[src/rtl/wf68k30l_exc_arbiter.sv]
// Exception/interrupt arbiter: latches internal requests and a filtered IPL, picks one by fixed
// priority, runs the IACK vector fetch and presents vector plus VBR-relative address to the sequencer.
module wf68k30l_exc_arbiter #(
  parameter int NUM_SRC = 8,
  parameter int ADDR_W  = 32
) (
  input  logic                 i_clk,
  input  logic                 i_reset,
  input  logic [NUM_SRC-1:0]   i_exc_req,
  input  logic [8*NUM_SRC-1:0] i_exc_vec_tab,
  input  logic [2:0]           i_irq_level,
  input  logic [2:0]           i_sr_ipl,
  input  logic [ADDR_W-1:0]    i_vbr,
  input  logic                 i_take_rdy,
  output logic                 o_iack_req,
  output logic [2:0]           o_iack_lvl,
  input  logic                 i_iack_vec_valid,
  input  logic [7:0]           i_iack_vec,
  input  logic                 i_iack_autovec,
  input  logic                 i_iack_spurious,
  output logic                 o_exc_valid,
  output logic [7:0]           o_exc_vector,
  output logic [ADDR_W-1:0]    o_exc_addr,
  output logic                 o_exc_is_irq,
  output logic [2:0]           o_exc_irq_lvl,
  input  logic                 i_exc_ack,
  output logic [NUM_SRC-1:0]   o_pend
);

  localparam int SW = (NUM_SRC > 1) ? $clog2(NUM_SRC) : 1;

  typedef enum logic [1:0] {S_IDLE, S_IACK, S_PRESENT} state_t;

  state_t              r_state, w_state_nxt;
  logic [NUM_SRC-1:0]  r_pend, w_clr;
  logic [2:0]          r_ipl_s, r_ipl_q, w_ipl_q_nxt;
  logic                r_nmi, w_nmi_clr;
  logic                r_iack_req, w_iack_req_nxt;
  logic [2:0]          r_iack_lvl, w_iack_lvl_nxt;
  logic                r_exc_valid, w_valid_nxt;
  logic [7:0]          r_exc_vector, w_vec_nxt;
  logic [ADDR_W-1:0]   r_exc_addr, w_addr_nxt;
  logic                r_exc_is_irq, w_is_irq_nxt;
  logic [2:0]          r_exc_irq_lvl, w_irq_lvl_nxt;
  logic [SW-1:0]       r_src, w_src_nxt, w_sel_idx;
  logic [7:0]          w_sel_vec;
  logic                w_any_pend, w_irq_elig, w_iack_term;

  // Scan downwards so the lowest-index pending source wins.
  always_comb begin
    w_sel_idx = '0;
    w_sel_vec = '0;
    for (int i = NUM_SRC - 1; i >= 0; i--) begin
      if (r_pend[i]) begin
        w_sel_idx = SW'(i);
        w_sel_vec = i_exc_vec_tab[8*i +: 8];
      end
    end
  end

  assign w_any_pend  = |r_pend;
  assign w_irq_elig  = (r_ipl_q > i_sr_ipl) || r_nmi;
  assign w_iack_term = i_iack_spurious || i_iack_autovec || i_iack_vec_valid;
  assign w_ipl_q_nxt = (i_irq_level == r_ipl_s) ? i_irq_level : r_ipl_q;

  always_comb begin
    w_state_nxt    = r_state;
    w_iack_req_nxt = r_iack_req;
    w_iack_lvl_nxt = r_iack_lvl;
    w_valid_nxt    = r_exc_valid;
    w_vec_nxt      = r_exc_vector;
    w_is_irq_nxt   = r_exc_is_irq;
    w_irq_lvl_nxt  = r_exc_irq_lvl;
    w_src_nxt      = r_src;
    w_clr          = '0;
    w_nmi_clr      = 1'b0;
    unique case (r_state)
      S_IDLE: begin
        if (i_take_rdy && w_any_pend) begin
          w_vec_nxt     = w_sel_vec;
          w_is_irq_nxt  = 1'b0;
          w_irq_lvl_nxt = 3'd0;
          w_src_nxt     = w_sel_idx;
          w_valid_nxt   = 1'b1;
          w_state_nxt   = S_PRESENT;
        end else if (i_take_rdy && w_irq_elig) begin
          w_iack_req_nxt = 1'b1;
          w_iack_lvl_nxt = r_nmi ? 3'd7 : r_ipl_q;
          w_state_nxt    = S_IACK;
        end
      end
      S_IACK: begin
        if (w_iack_term) begin
          if (i_iack_spurious)     w_vec_nxt = 8'h18;
          else if (i_iack_autovec) w_vec_nxt = 8'h18 + {5'd0, r_iack_lvl};
          else                     w_vec_nxt = i_iack_vec;
          w_is_irq_nxt   = 1'b1;
          w_irq_lvl_nxt  = r_iack_lvl;
          w_iack_req_nxt = 1'b0;
          w_valid_nxt    = 1'b1;
          w_state_nxt    = S_PRESENT;
        end
      end
      S_PRESENT: begin
        if (i_exc_ack) begin
          w_valid_nxt = 1'b0;
          w_state_nxt = S_IDLE;
          if (r_exc_is_irq) begin
            w_nmi_clr = (r_exc_irq_lvl == 3'd7);
          end else begin
            for (int i = 0; i < NUM_SRC; i++) w_clr[i] = (r_src == SW'(i));
          end
        end
      end
      default: w_state_nxt = S_IDLE;
    endcase
  end

  // Address is only captured on a load, so a later VBR change leaves it untouched.
  assign w_addr_nxt = i_vbr + ADDR_W'({w_vec_nxt, 2'b00});

  always_ff @(posedge i_clk) begin
    if (i_reset) begin
      r_state       <= S_IDLE;
      r_pend        <= '0;
      r_ipl_s       <= '0;
      r_ipl_q       <= '0;
      r_nmi         <= 1'b0;
      r_iack_req    <= 1'b0;
      r_iack_lvl    <= '0;
      r_exc_valid   <= 1'b0;
      r_exc_vector  <= '0;
      r_exc_addr    <= '0;
      r_exc_is_irq  <= 1'b0;
      r_exc_irq_lvl <= '0;
      r_src         <= '0;
    end else begin
      r_state       <= w_state_nxt;
      r_pend        <= (r_pend & ~w_clr) | i_exc_req;
      r_ipl_s       <= i_irq_level;
      r_ipl_q       <= w_ipl_q_nxt;
      r_nmi         <= ((w_ipl_q_nxt == 3'd7) && (r_ipl_q != 3'd7)) || (r_nmi && !w_nmi_clr);
      r_iack_req    <= w_iack_req_nxt;
      r_iack_lvl    <= w_iack_lvl_nxt;
      r_exc_valid   <= w_valid_nxt;
      r_exc_vector  <= w_vec_nxt;
      r_exc_is_irq  <= w_is_irq_nxt;
      r_exc_irq_lvl <= w_irq_lvl_nxt;
      r_src         <= w_src_nxt;
      if (w_valid_nxt && !r_exc_valid) r_exc_addr <= w_addr_nxt;
    end
  end

  assign o_iack_req    = r_iack_req;
  assign o_iack_lvl    = r_iack_lvl;
  assign o_exc_valid   = r_exc_valid;
  assign o_exc_vector  = r_exc_vector;
  assign o_exc_addr    = r_exc_addr;
  assign o_exc_is_irq  = r_exc_is_irq;
  assign o_exc_irq_lvl = r_exc_irq_lvl;
  assign o_pend        = r_pend;

endmodule

[config.mk]
export PLATFORM = sky130hd
export DESIGN_NAME = wf68k30l_exc_arbiter
export DESIGN_NICKNAME = d
export VERILOG_FILES = /design/src/rtl/wf68k30l_exc_arbiter.sv
export SDC_FILE = /design/constraint.sdc
export NUM_CORES = 1
export LEC_CHECK = 0
export CORE_UTILIZATION = 43
export CTS_CLUSTER_DIAMETER = 200
export DETAILED_ROUTE_END_ITERATION = 16
export GPL_TIMING_DRIVEN = 0
export PLACE_DENSITY = 0.82
export SLEW_MARGIN = 10
export SYNTH_ARGS = -nofsm -noshare
export SYNTH_HDL_FRONTEND = slang
export SYNTH_SLANG_ARGS = --single-unit
[constraint.sdc]
create_clock -name i_clk -period 5.5 [get_ports i_clk]
set_input_delay 1.65 -clock i_clk [delete_from_list [all_inputs] [get_ports i_clk]]
set_output_delay 1.65 -clock i_clk [all_outputs]
set_load 0.01 [all_outputs]
==> metrics <==
Wirelength per Cell 17.5 um; post-synthesis cell area 4320 um^2; Max-slew headroom 50.7%; hold_sp o_exc_addr[5]; synth cell count leaders dfxtp_1, nand2_1, nor2_1, a21oi_1, a211oi_1; pin count of the biggest net entering global routing 13; Worst Path Arrival 5.51 ns; CTS clk-pin slew, worst paths 0.08 ns; CTS buffer count 9; GPL Wtd Cong 0.870; CP max-delay cell clkdlybuf4s50_1; Die Ht 102 um; Total Wirelength 15500 um; DIE AREA 10400 um^2; row cnt 36; Leak Pwr 2.43 nW; Tot Pwr 1.54 mW; Max Clock Skew 0.0137 ns; setup ws final 0.228 ns; first-pass GRT wire length 23300 um; status finished clean; Fmax 0.190 GHz; Starting Density 44.4%; clk sinks 69; Top FF cell, synth dfxtp_1; Min Clock Period, post-route 5.27 ns; total gr overflow 0; Setup TNS 0 ns; Max-cap violations 0; number of synthesized flops with an enable pin 0; Iter 0 DRT Violations 199; RSZ-0062 raised after global routing no; Min-Delay Endpoint o_exc_addr[5]; cell with the most instances after synthesis dfxtp_1; Peak VDD IR 0.147 mV; final setup vio count 0; P&R area growth vs syn 51.3%; Non-Filler Instances 885; Hold Violations, Final 0; Yosys reg bits 69; antenna violations before repair 0; Worst Setup Path Type input pin to flop; Antenna Cells 0; clock latency at the later pin of the worst-skew pair 0.34 ns; reg2reg end o_exc_addr[29]; DRC 0; Avg Cell Area, Syn 7.75 um^2; Seq/Total Area, Yosys 32.0%; FILL cells 839; CTS root buffer clkbuf_8; CTS tree done; CP endpoint kind flop; nets@finish 884; TritonRoute pass-1 iters 5; Synth cell types 56; I/O Buffers 179; Slew Limit Fails 0; Clock H-tree levels 3; number of global-route vias before repair 4807; Hold WC Path Type flop to flop; width of the chip 102 um; depth of the worst register-to-register path 15; multi-input logic area 2740 um^2; dpl cells 869; Post-CTS Hold Fix Bufs 0; dominant cells by area after synthesis dfxtp_1, a21oi_1, nand2_1; Worst Tran Pin Value 0.740 ns; CP required 5.74 ns; critical path, cell by cell clkdlybuf4s50_1 -> nor3b_4 -> o31ai_1 -> buf_2 -> a221oi_2 -> a221oi_2 -> inv_1 -> ha_1 -> a211oi_1 -> o21bai_1 -> a2111o_1 -> clkbuf_1 -> and2_1 -> a311o_1 -> and3_1; share of post-route cells with drive strength above 1 5.32%; global-route usage over all layers 29.2%; routed via count 4983; YS warnings 0; Hold Slack 0.454 ns; crit start category input pin; core area 9730 um^2; pre-CTS WS -0.484 ns; deepest clock path buffer count 2; Crit path largest cell delay 0.50 ns; I/O pin count 182; post-synthesis async set-or-reset flop share 0%; Syn Nets 694; crit path max fanout 10; flop-to-flop setup slack 1.04 ns; cell count after synthesis 557; Via-to-Cell Ratio 5.63; R2R Path Start o_pend[7]; Routed Antenna Nets 0; worst hold path depth 2; Register Area 1380 um^2; pwr dens 236 nW/um^2; top cell type by total area after synthesis dfxtp_1; DP HPWL 12000 um; area share of the largest cell type after synthesis 32.0%; Most common cell on crit path a221oi_2; fin crit share 95.9%
routing by layer:
layer | track usage (%) | part of all wire (%) | up-vias
met5 | 0 | 0 | -
met4 | 12.1 | 2.7 | 0
met3 | 9.64 | 9.4 | 37
met2 | 53.2 | 50 | 236
met1 | 30.9 | 38 | 2289
li1 | - | - | 2421
critical path: cells and delay by family:
kind | cells | cell delay (ns)
AO/OA/AOI/OAI | 7 | 1.79
adder cells (fa/ha/maj) | 1 | 0.23
buffers and inverters | 4 | 1.07
AND/OR/NAND/NOR | 3 | 0.77
final cells by class:
cell class / count / share of cell area [%]
Clock buffer: 11 / 2.16
Inverter: 22 / 1.26
Sequential cell: 69 / 21.1
Timing Repair Buffer: 179 / 27.4
Clock inverter: 5 / 1.26
Multi-Input combinational cell: 433 / 42.0
Buffer: 33 / 2.22
Tap cell: 133 / 2.55
placed cells by master (no fill, tap or decap), types with 7 or more instances in the layout:
master | Yosys | layout
clkdlybuf4s50_1 | 0 | 179
dfxtp_1 | 69 | 69
nand2_1 | 59 | 59
nor2_1 | 59 | 58
a21oi_1 | 47 | 47
a211oi_1 | 27 | 27
clkbuf_1 | 25 | 26
nor2b_1 | 23 | 23
inv_1 | 21 | 21
nand3_1 | 21 | 20
xor2_1 | 17 | 17
nor3_1 | 14 | 14
o21ai_0 | 14 | 14
nand4_1 | 13 | 13
ha_1 | 11 | 11
clkbuf_8 | 0 | 10
nand3b_1 | 8 | 8
a221o_1 | 7 | 7
mux2i_1 | 7 | 7
and3_1 | 7 | 7
worst max-delay path by stage:
stage / startpoint / end / cells past startpoint
global route: i_take_rdy / o_exc_addr[29] / 15
detailed placement: i_take_rdy / o_exc_addr[30] / 15
finish: i_take_rdy / o_exc_addr[29] / 15
global placement: i_take_rdy / o_exc_addr[30] / 15
CTS: i_iack_autovec / o_exc_addr[29] / 14
floorplan: i_iack_vec_valid / o_exc_addr[29] / 14
cells by family (layout without fill, tap and decap cells):
group,Yosys count,in the layout,synth area share [%]
DFF,69,69,32.0
adders and majority gates,12,12,3.65
AOI/OAI and AO/OA,147,147,23.4
and+or+nand+nor,240,240,28.3
buffers and inverters,55,250,5.28
xor gates and xnor gates,23,23,4.67
muxes,11,11,2.67
flip-flops by register name, indices dropped and copies added (netlist names):
register and count:
r_state 2, r_ipl_q 3, o_exc_is_irq 1, r_ipl_s 3, o_exc_addr 32, r_src 3
r_nmi 1, o_exc_vector 8, o_exc_valid 1, o_exc_irq_lvl 3, o_pend 8, o_iack_lvl 3
o_iack_req 1
power breakdown:
part | switching (mW) | leakage [nW] | internal (mW) | total [mW]
combinational | 0.250 | 1.75 | 0.254 | 0.504
sequential | 0.0320 | 0.568 | 0.538 | 0.570
clock | 0.199 | 0.114 | 0.270 | 0.469
total | 0.481 | 2.43 | 1.06 | 1.54
per-stage QoR:
| stage | utilization, % | area, um^2 |
|---|---|---|
| after global placement | 64.5 | 6270 |
| final | 67.1 | 6530 |
| after global routing | 67.1 | 6530 |
| after floorplan | - | 4320 |
| after detailed placement | 64.5 | 6270 |
| after CTS | 66.9 | 6510 |
what timing repair did:
| item | CTS | global route |
|---|---|---|
| buffers inserted | 0 | 0 |
| pin swaps | 0 | 0 |
| endpoints found under the setup margin | 2 | 12 |
| gates resized for setup | 2 | 4 |
| gates cloned | 0 | 0 |
Note: power is estimated with default switching activity, not from simulation.
